<file path="src/rtl/mem_stage_ls.sv">
// ============================================================================
// mem_stage_ls : MEM stage with ALU pass-through and req/ack load/store unit
//   (big-endian lanes, load extension, stall, timeout). Optional macro:
//   MEM_ALIGN_CHECK_EN rejects misaligned half/word accesses.
// Revision: 1.0
// ============================================================================
`default_nettype none

module mem_stage_ls #(
  parameter int ADDR_W      = 32,
  parameter int REG_ADDR_W  = 5,
  parameter int TIMEOUT_CYC = 255
) (
  input  logic                  clk,
  input  logic                  rst,
  input  logic                  in_valid_i,
  input  logic [31:0]           ans_i,
  input  logic                  write_enable_i,
  input  logic [REG_ADDR_W-1:0] write_addr_i,
  input  logic [3:0]            mem_op_i,
  input  logic [ADDR_W-1:0]     mem_addr_i,
  input  logic [31:0]           store_data_i,
  output logic                  bus_req_o,
  output logic                  bus_we_o,
  output logic [3:0]            bus_sel_o,
  output logic [ADDR_W-1:0]     bus_addr_o,
  output logic [31:0]           bus_wdata_o,
  input  logic [31:0]           bus_rdata_i,
  input  logic                  bus_ack_i,
  output logic                  stall_o,
  output logic [31:0]           ans_o,
  output logic                  write_enable_o,
  output logic [REG_ADDR_W-1:0] write_addr_o,
  output logic                  bus_err_o
);

  typedef enum logic [0:0] {
    ST_IDLE = 1'b0,
    ST_BUSY = 1'b1
  } state_t;

  localparam logic [3:0] OP_LB  = 4'b0001;
  localparam logic [3:0] OP_LBU = 4'b0010;
  localparam logic [3:0] OP_LH  = 4'b0011;
  localparam logic [3:0] OP_LHU = 4'b0100;
  localparam logic [3:0] OP_LW  = 4'b0101;
  localparam logic [3:0] OP_SB  = 4'b1001;
  localparam logic [3:0] OP_SH  = 4'b1010;
  localparam logic [3:0] OP_SW  = 4'b1011;

  localparam logic [1:0] SZ_BYTE = 2'd0;
  localparam logic [1:0] SZ_HALF = 2'd1;
  localparam logic [1:0] SZ_WORD = 2'd2;

  localparam logic [15:0] CNT_LAST = 16'(TIMEOUT_CYC - 1);

  state_t                state_q, state_d;
  logic                  bus_req_q, bus_req_d;
  logic                  bus_we_q, bus_we_d;
  logic [3:0]            bus_sel_q, bus_sel_d;
  logic [ADDR_W-1:0]     bus_addr_q, bus_addr_d;
  logic [31:0]           bus_wdata_q, bus_wdata_d;
  logic [31:0]           ans_q, ans_d;
  logic                  wen_q, wen_d;
  logic [REG_ADDR_W-1:0] waddr_q, waddr_d;
  logic                  err_q, err_d;
  logic [15:0]           cnt_q, cnt_d;
  logic [3:0]            op_q, op_d;
  logic [1:0]            off_q, off_d;
  logic                  lwen_q, lwen_d;
  logic [REG_ADDR_W-1:0] lwaddr_q, lwaddr_d;

  logic                  is_mem;
  logic                  is_store;
  logic [1:0]            size;
  logic [1:0]            off;
  logic                  misalign;
  logic [3:0]            sel_new;
  logic [31:0]           wdata_new;
  logic [7:0]            rd_byte;
  logic [15:0]           rd_half;
  logic [31:0]           load_val;
  logic                  stall_c;

  assign off = mem_addr_i[1:0];

  always_comb begin
    is_mem   = 1'b1;
    is_store = 1'b0;
    size     = SZ_WORD;
    case (mem_op_i)
      OP_LB, OP_LBU: size = SZ_BYTE;
      OP_LH, OP_LHU: size = SZ_HALF;
      OP_LW:         size = SZ_WORD;
      OP_SB: begin size = SZ_BYTE; is_store = 1'b1; end
      OP_SH: begin size = SZ_HALF; is_store = 1'b1; end
      OP_SW: begin size = SZ_WORD; is_store = 1'b1; end
      default:       is_mem = 1'b0;
    endcase
  end

`ifdef MEM_ALIGN_CHECK_EN
  assign misalign = is_mem &&
                    (((size == SZ_HALF) && off[0]) || ((size == SZ_WORD) && (off != 2'b00)));
`else
  assign misalign = 1'b0;
`endif

  // Big-endian: byte 0 of a word lives in bits 31:24.
  always_comb begin
    sel_new   = 4'b1111;
    wdata_new = store_data_i;
    case (size)
      SZ_BYTE: begin
        sel_new   = 4'b1000 >> off;
        wdata_new = {4{store_data_i[7:0]}};
      end
      SZ_HALF: begin
        sel_new   = off[1] ? 4'b0011 : 4'b1100;
        wdata_new = {2{store_data_i[15:0]}};
      end
      default: begin
        sel_new   = 4'b1111;
        wdata_new = store_data_i;
      end
    endcase
  end

  always_comb begin
    rd_byte = bus_rdata_i[31:24];
    case (off_q)
      2'd0:    rd_byte = bus_rdata_i[31:24];
      2'd1:    rd_byte = bus_rdata_i[23:16];
      2'd2:    rd_byte = bus_rdata_i[15:8];
      default: rd_byte = bus_rdata_i[7:0];
    endcase
    rd_half = off_q[1] ? bus_rdata_i[15:0] : bus_rdata_i[31:16];
    case (op_q)
      OP_LB:   load_val = {{24{rd_byte[7]}}, rd_byte};
      OP_LBU:  load_val = {24'd0, rd_byte};
      OP_LH:   load_val = {{16{rd_half[15]}}, rd_half};
      OP_LHU:  load_val = {16'd0, rd_half};
      default: load_val = bus_rdata_i;
    endcase
  end

  always_comb begin
    state_d     = state_q;
    bus_req_d   = bus_req_q;
    bus_we_d    = bus_we_q;
    bus_sel_d   = bus_sel_q;
    bus_addr_d  = bus_addr_q;
    bus_wdata_d = bus_wdata_q;
    ans_d       = ans_q;
    wen_d       = wen_q;
    waddr_d     = waddr_q;
    err_d       = 1'b0;
    cnt_d       = cnt_q;
    op_d        = op_q;
    off_d       = off_q;
    lwen_d      = lwen_q;
    lwaddr_d    = lwaddr_q;
    stall_c     = 1'b0;

    case (state_q)
      ST_IDLE: begin
        ans_d   = ans_i;
        wen_d   = write_enable_i & in_valid_i;
        waddr_d = write_addr_i;
        if (in_valid_i && is_mem && misalign) begin
          wen_d = 1'b0;
          err_d = 1'b1;
        end else if (in_valid_i && is_mem) begin
          stall_c     = 1'b1;
          wen_d       = 1'b0;
          op_d        = mem_op_i;
          off_d       = off;
          lwen_d      = write_enable_i;
          lwaddr_d    = write_addr_i;
          bus_req_d   = 1'b1;
          bus_we_d    = is_store;
          bus_sel_d   = sel_new;
          bus_addr_d  = {mem_addr_i[ADDR_W-1:2], 2'b00};
          bus_wdata_d = wdata_new;
          cnt_d       = 16'd0;
          state_d     = ST_BUSY;
        end
      end
      ST_BUSY: begin
        // Ack wins over a timeout landing on the same cycle.
        if (bus_ack_i) begin
          bus_req_d = 1'b0;
          state_d   = ST_IDLE;
          if (op_q[3]) begin
            wen_d = 1'b0;
          end else begin
            ans_d   = load_val;
            wen_d   = lwen_q;
            waddr_d = lwaddr_q;
          end
        end else if (cnt_q == CNT_LAST) begin
          bus_req_d = 1'b0;
          err_d     = 1'b1;
          wen_d     = 1'b0;
          state_d   = ST_IDLE;
        end else begin
          stall_c = 1'b1;
          cnt_d   = cnt_q + 16'd1;
        end
      end
      default: state_d = ST_IDLE;
    endcase
  end

  always_ff @(posedge clk) begin
    if (rst) begin
      state_q     <= ST_IDLE;
      bus_req_q   <= 1'b0;
      bus_we_q    <= 1'b0;
      bus_sel_q   <= 4'd0;
      bus_addr_q  <= '0;
      bus_wdata_q <= 32'd0;
      ans_q       <= 32'd0;
      wen_q       <= 1'b0;
      waddr_q     <= '0;
      err_q       <= 1'b0;
      cnt_q       <= 16'd0;
      op_q        <= 4'd0;
      off_q       <= 2'd0;
      lwen_q      <= 1'b0;
      lwaddr_q    <= '0;
    end else begin
      state_q     <= state_d;
      bus_req_q   <= bus_req_d;
      bus_we_q    <= bus_we_d;
      bus_sel_q   <= bus_sel_d;
      bus_addr_q  <= bus_addr_d;
      bus_wdata_q <= bus_wdata_d;
      ans_q       <= ans_d;
      wen_q       <= wen_d;
      waddr_q     <= waddr_d;
      err_q       <= err_d;
      cnt_q       <= cnt_d;
      op_q        <= op_d;
      off_q       <= off_d;
      lwen_q      <= lwen_d;
      lwaddr_q    <= lwaddr_d;
    end
  end

  assign stall_o        = stall_c;
  assign bus_req_o      = bus_req_q;
  assign bus_we_o       = bus_we_q;
  assign bus_sel_o      = bus_sel_q;
  assign bus_addr_o     = bus_addr_q;
  assign bus_wdata_o    = bus_wdata_q;
  assign ans_o          = ans_q;
  assign write_enable_o = wen_q;
  assign write_addr_o   = waddr_q;
  assign bus_err_o      = err_q;

endmodule

`default_nettype wire
</file>
<file path="config.mk">
export PLATFORM = sky130hd
export DESIGN_NAME = mem_stage_ls
export DESIGN_NICKNAME = d
export VERILOG_FILES = /design/src/rtl/mem_stage_ls.sv
export SDC_FILE = /design/constraint.sdc
export NUM_CORES = 1
export LEC_CHECK = 0
export ABC_AREA = 1
export CAP_MARGIN = 10
export CORE_ASPECT_RATIO = 0.5
export CORE_MARGIN = 2
export CORE_UTILIZATION = 55
export DETAILED_ROUTE_END_ITERATION = 8
export DONT_BUFFER_PORTS = 1
export MAX_ROUTING_LAYER = met4
export PLACE_DENSITY = 0.77
export SYNTH_ARGS = -nofsm -noshare
export SYNTH_HDL_FRONTEND = slang
export SYNTH_SLANG_ARGS = --single-unit
</file>
<file path="constraint.sdc">
create_clock -name clk -period 1.88 [get_ports clk]
set_input_delay 0.282 -clock clk [delete_from_list [all_inputs] [get_ports clk]]
set_output_delay 0.282 -clock clk [all_outputs]
set_load 0.01 [all_outputs]
</file>
==> reports/metrics.csv, run 1 <==
stage,metric,value,unit
outcome,outcome,"finished, violations left",
outcome,violations,hold timing,
worst_setup_path,cp.arrival,1.56,ns
floorplanning,initial_core_util,0.576,
clock_network,cts.path.max_buffers,2,
route,drt_first_pass_iters,6,
clock_network,cts-root-buf,clkbuf_16,
run,maxCapViolations,0,
route,drtIter0Drc,602,
timing,fin_skew,0.0138,ns
worst_setup_path,crit_top_cell,nand2_4,
clock_network,cts.sinks,136,
timing,rsz0062_at_grt,yes,
layout,drive_gt1_frac,0.0963,
floorplanning,die_y,83.5,um
global_route,grt_antenna_before_repair,0,
worst_setup_path,cp_slowest_cell,dfxtp_4,
worst_setup_path,cp-end-kind,output pin,
place,port_buffers,0,
place,place_area,0.00701,mm^2
clock_network,clkSlewWorstSetupHoldPaths,0.06,ns
timing,layout_min_cycle_time,1.84,ns
clock_network,h-tree-depth,4,
clock_network,clk_latency,0.43,ns
pwr,total_power,7.61,mW
timing,fmax,543,MHz
synth,ys_ff_latch,136,
route,drc,0,
pwr,worst_ir_drop_vdd,0.000641,V
route,post_drt_wl_per_cell,17.2,um
timing,hold_violations,86,
global_route,grt_pass1_wl,32.5,mm
worst_setup_path,cp-start-kind,register,
timing,holdWs,-0.0737,ns
worst_setup_path,cp_max_fo,7,
place,preCtsSetupSlack,0.147,ns
clock_network,cts_buffers,17,
layout,fin_nets,1169,
route,ant_nets,0,
synth,synth.cell_area,0.00694,mm^2
clock_network,hold_buffers,10,
global_route,grt_util_all_layers,0.307,
synth,synth_top_area_frac,0.392,
timing,drv_slew,0,
timing,fin_ws,0.0372,ns
timing,post-route-period-util,0.980,
floorplanning,rows,28,
layout,area_growth,12.2,%
global_route,grt_max_degree,96,
floorplanning,io_pins,252,
pwr,power_density,977,mW/mm^2
place,dp_hpwl,14.6,mm
synth,synth_warnings,0,
layout,num_antenna_cells,0,
worst_setup_path,crit_type,reg -> out,
synth,ys_types,48,
worst_setup_path,worstPathCellList,"ha_2, nand3_2, nor2_2, nand2_2, nand2_4, nand2_4, buf_8",
timing,finalSetupViolCount,0,
layout,finish.instance_area,0.00779,mm^2
synth,synth_top_cell_by_area,dfxtp_1,
worst_setup_path,cp.required,1.60,ns
floorplanning,core,0.0121,mm^2
place,routabilityCongestion,0.936,
pwr,leakage,3.23,nW
worst_setup_path,critPathTopFamily,simple AND/OR/NAND/NOR gates,
min_path,hp-class,in -> reg,
global_route,overflow,0,
worst_setup_path,cp_num_buf_inv,1,
floorplanning,die-area,0.0136,mm^2
global_route,grt_pass1_vias,6556,
worst_setup_path,cp-startpoint,cnt_q[1],
floorplanning,dieWidth,163,um
synth,avgSynthCellArea,6.73,um^2
worst_setup_path,slowest_delay,0.37,ns
worst_setup_path,reg2reg_from,state_q,
route,vias,6845,
clock_network,cts_tree,done,
synth,ys_seq_area_frac,0.392,
route,viasPerCell,5.69,
min_path,min_from,rst,
route,routed_wl,20.7,mm
synth,postSynthCellCount,1032,
synth,ys_top_cells_by_area,"dfxtp_1 (39%), nand2_1 (17%), a21oi_1 (9.0%)",
==> synth_stat cells (all sizes together) <==
cell type  number
xor2            2
dfxtp         136
a21boi          1
nand3          66
clkbuf         20
clkinv          1
o21a            4
a211oi          2
nor3            4
a21oi         127
o221ai          7
conb            1
nor2          102
inv            85
nand4           8
xnor2           1
o22ai           1
a22o           15
a31oi           2
nand2         316
buf            40
o21ai          77
ha              2
or2             2
a22oi           4
o21bai          2
and2            3
nor4            1
==> through the flow <==
step           TNS, ns  utilization  std cells
3_5_place_dp         0        0.581       1157
6_report             0        0.646       1203
3_3_place_gp         0        0.581       1157
4_1_cts              0        0.641       1200
2_1_floorplan        0            -       1033
5_1_grt        -0.0296        0.646       1203
==> what timing repair did <==
action                     in CTS  in global routing
setup endpoints to repair       1                  3
cloned                          0                  1
pin swaps                       2                  1
gates resized for setup         4                 10
buffers inserted                1                  2
hold endpoints to repair       99                 90
==> worst reg2reg max path: cells and delay by family, from the launching register on <==
family / cells / cell delay [ns]
compound gates: 1 / 0.07
buf+inv: 3 / 0.99
flops: 1 / 0.32
simple gates: 2 / 0.31
==> registers in the layout, summed over array words and instances, names as in the netlist <==
signal / cells
state_q: 1
write_addr_o: 5
write_enable_o: 1
cnt_q: 16
bus_req_o: 1
bus_err_o: 1
lwen_q: 1
bus_wdata_o: 32
bus_addr_o: 30
ans_o: 32
lwaddr_q: 5
op_q: 4
bus_sel_o: 4
off_q: 2
bus_we_o: 1
==> cells by family (layout without fill, tap and decap cells) <==
logic type | Yosys count | count (layout) | synth area share
compound gates | 242 | 242 | 0.200
xor+xnor | 3 | 3 | 0.00378
fa+ha+maj | 2 | 2 | 0.00360
buf+inv | 146 | 151 | 0.0942
flops | 136 | 136 | 0.392
other cells | 1 | 2 | 0.000540
simple gates | 502 | 502 | 0.306
==> power by group <==
group          leakage [nW]  internal (mW)  switching, mW  total, mW
Clock                 0.291           1.92           1.45       3.37
Combinational          1.82          0.360          0.606      0.966
Sequential             1.12           3.06          0.213       3.27
==> cell type report <==
type / count / area (um^2)
clock buffers: 18 / 439
clock inverters: 14 / 158
fillers: 1074 / 4260
inverters: 86 / 328
multi-input cells: 751 / 3600
flip-flops and latches: 136 / 2730
well taps: 165 / 206
repair buffers: 33 / 335
==> final timing paths <==
kind,to,slack [ns],depth (start not counted)
worst max-delay path,stall_o,0.04,7
worst min-delay path,ans_o[13],-0.07,1
worst max register to register,bus_addr_o[28],0.08,6
worst min register to register,lwaddr_q[0],0.45,2
==> cell usage in the layout, fill, tap and decap left out, drive strengths merged, types with 2 or more instances in the layout <==
cell type,netlist,final
a211oi,2,2
a21oi,127,127
a22o,15,15
a22oi,4,4
a31oi,2,2
and2,3,3
buf,40,22
clkbuf,20,19
clkinv,1,6
conb,1,2
dfxtp,136,136
dlygate4sd3,0,10
ha,2,2
inv,85,92
nand2,316,316
nand3,66,66
nand4,8,8
nor2,102,102
nor3,4,4
o21a,4,4
o21ai,77,77
o21bai,2,2
o221ai,7,7
or2,2,2
xor2,2,2
==> metal layers <==
metal,track usage,up-vias,share of wire
met3,0.0879,44,0.096
met1,0.356,3108,0.40
met5,-,-,0
li1,-,3355,-
met2,0.520,338,0.49
met4,0.0893,0,0.019
Note: power is estimated with default switching activity, not from simulation.
==> run 2, diff against run 1 <==
Settings changed: ABC_CLOCK_PERIOD_IN_PS from default to 1880.
==> results of run 2 <==
Final layout, timing and power as in run 1 (identical DEF).
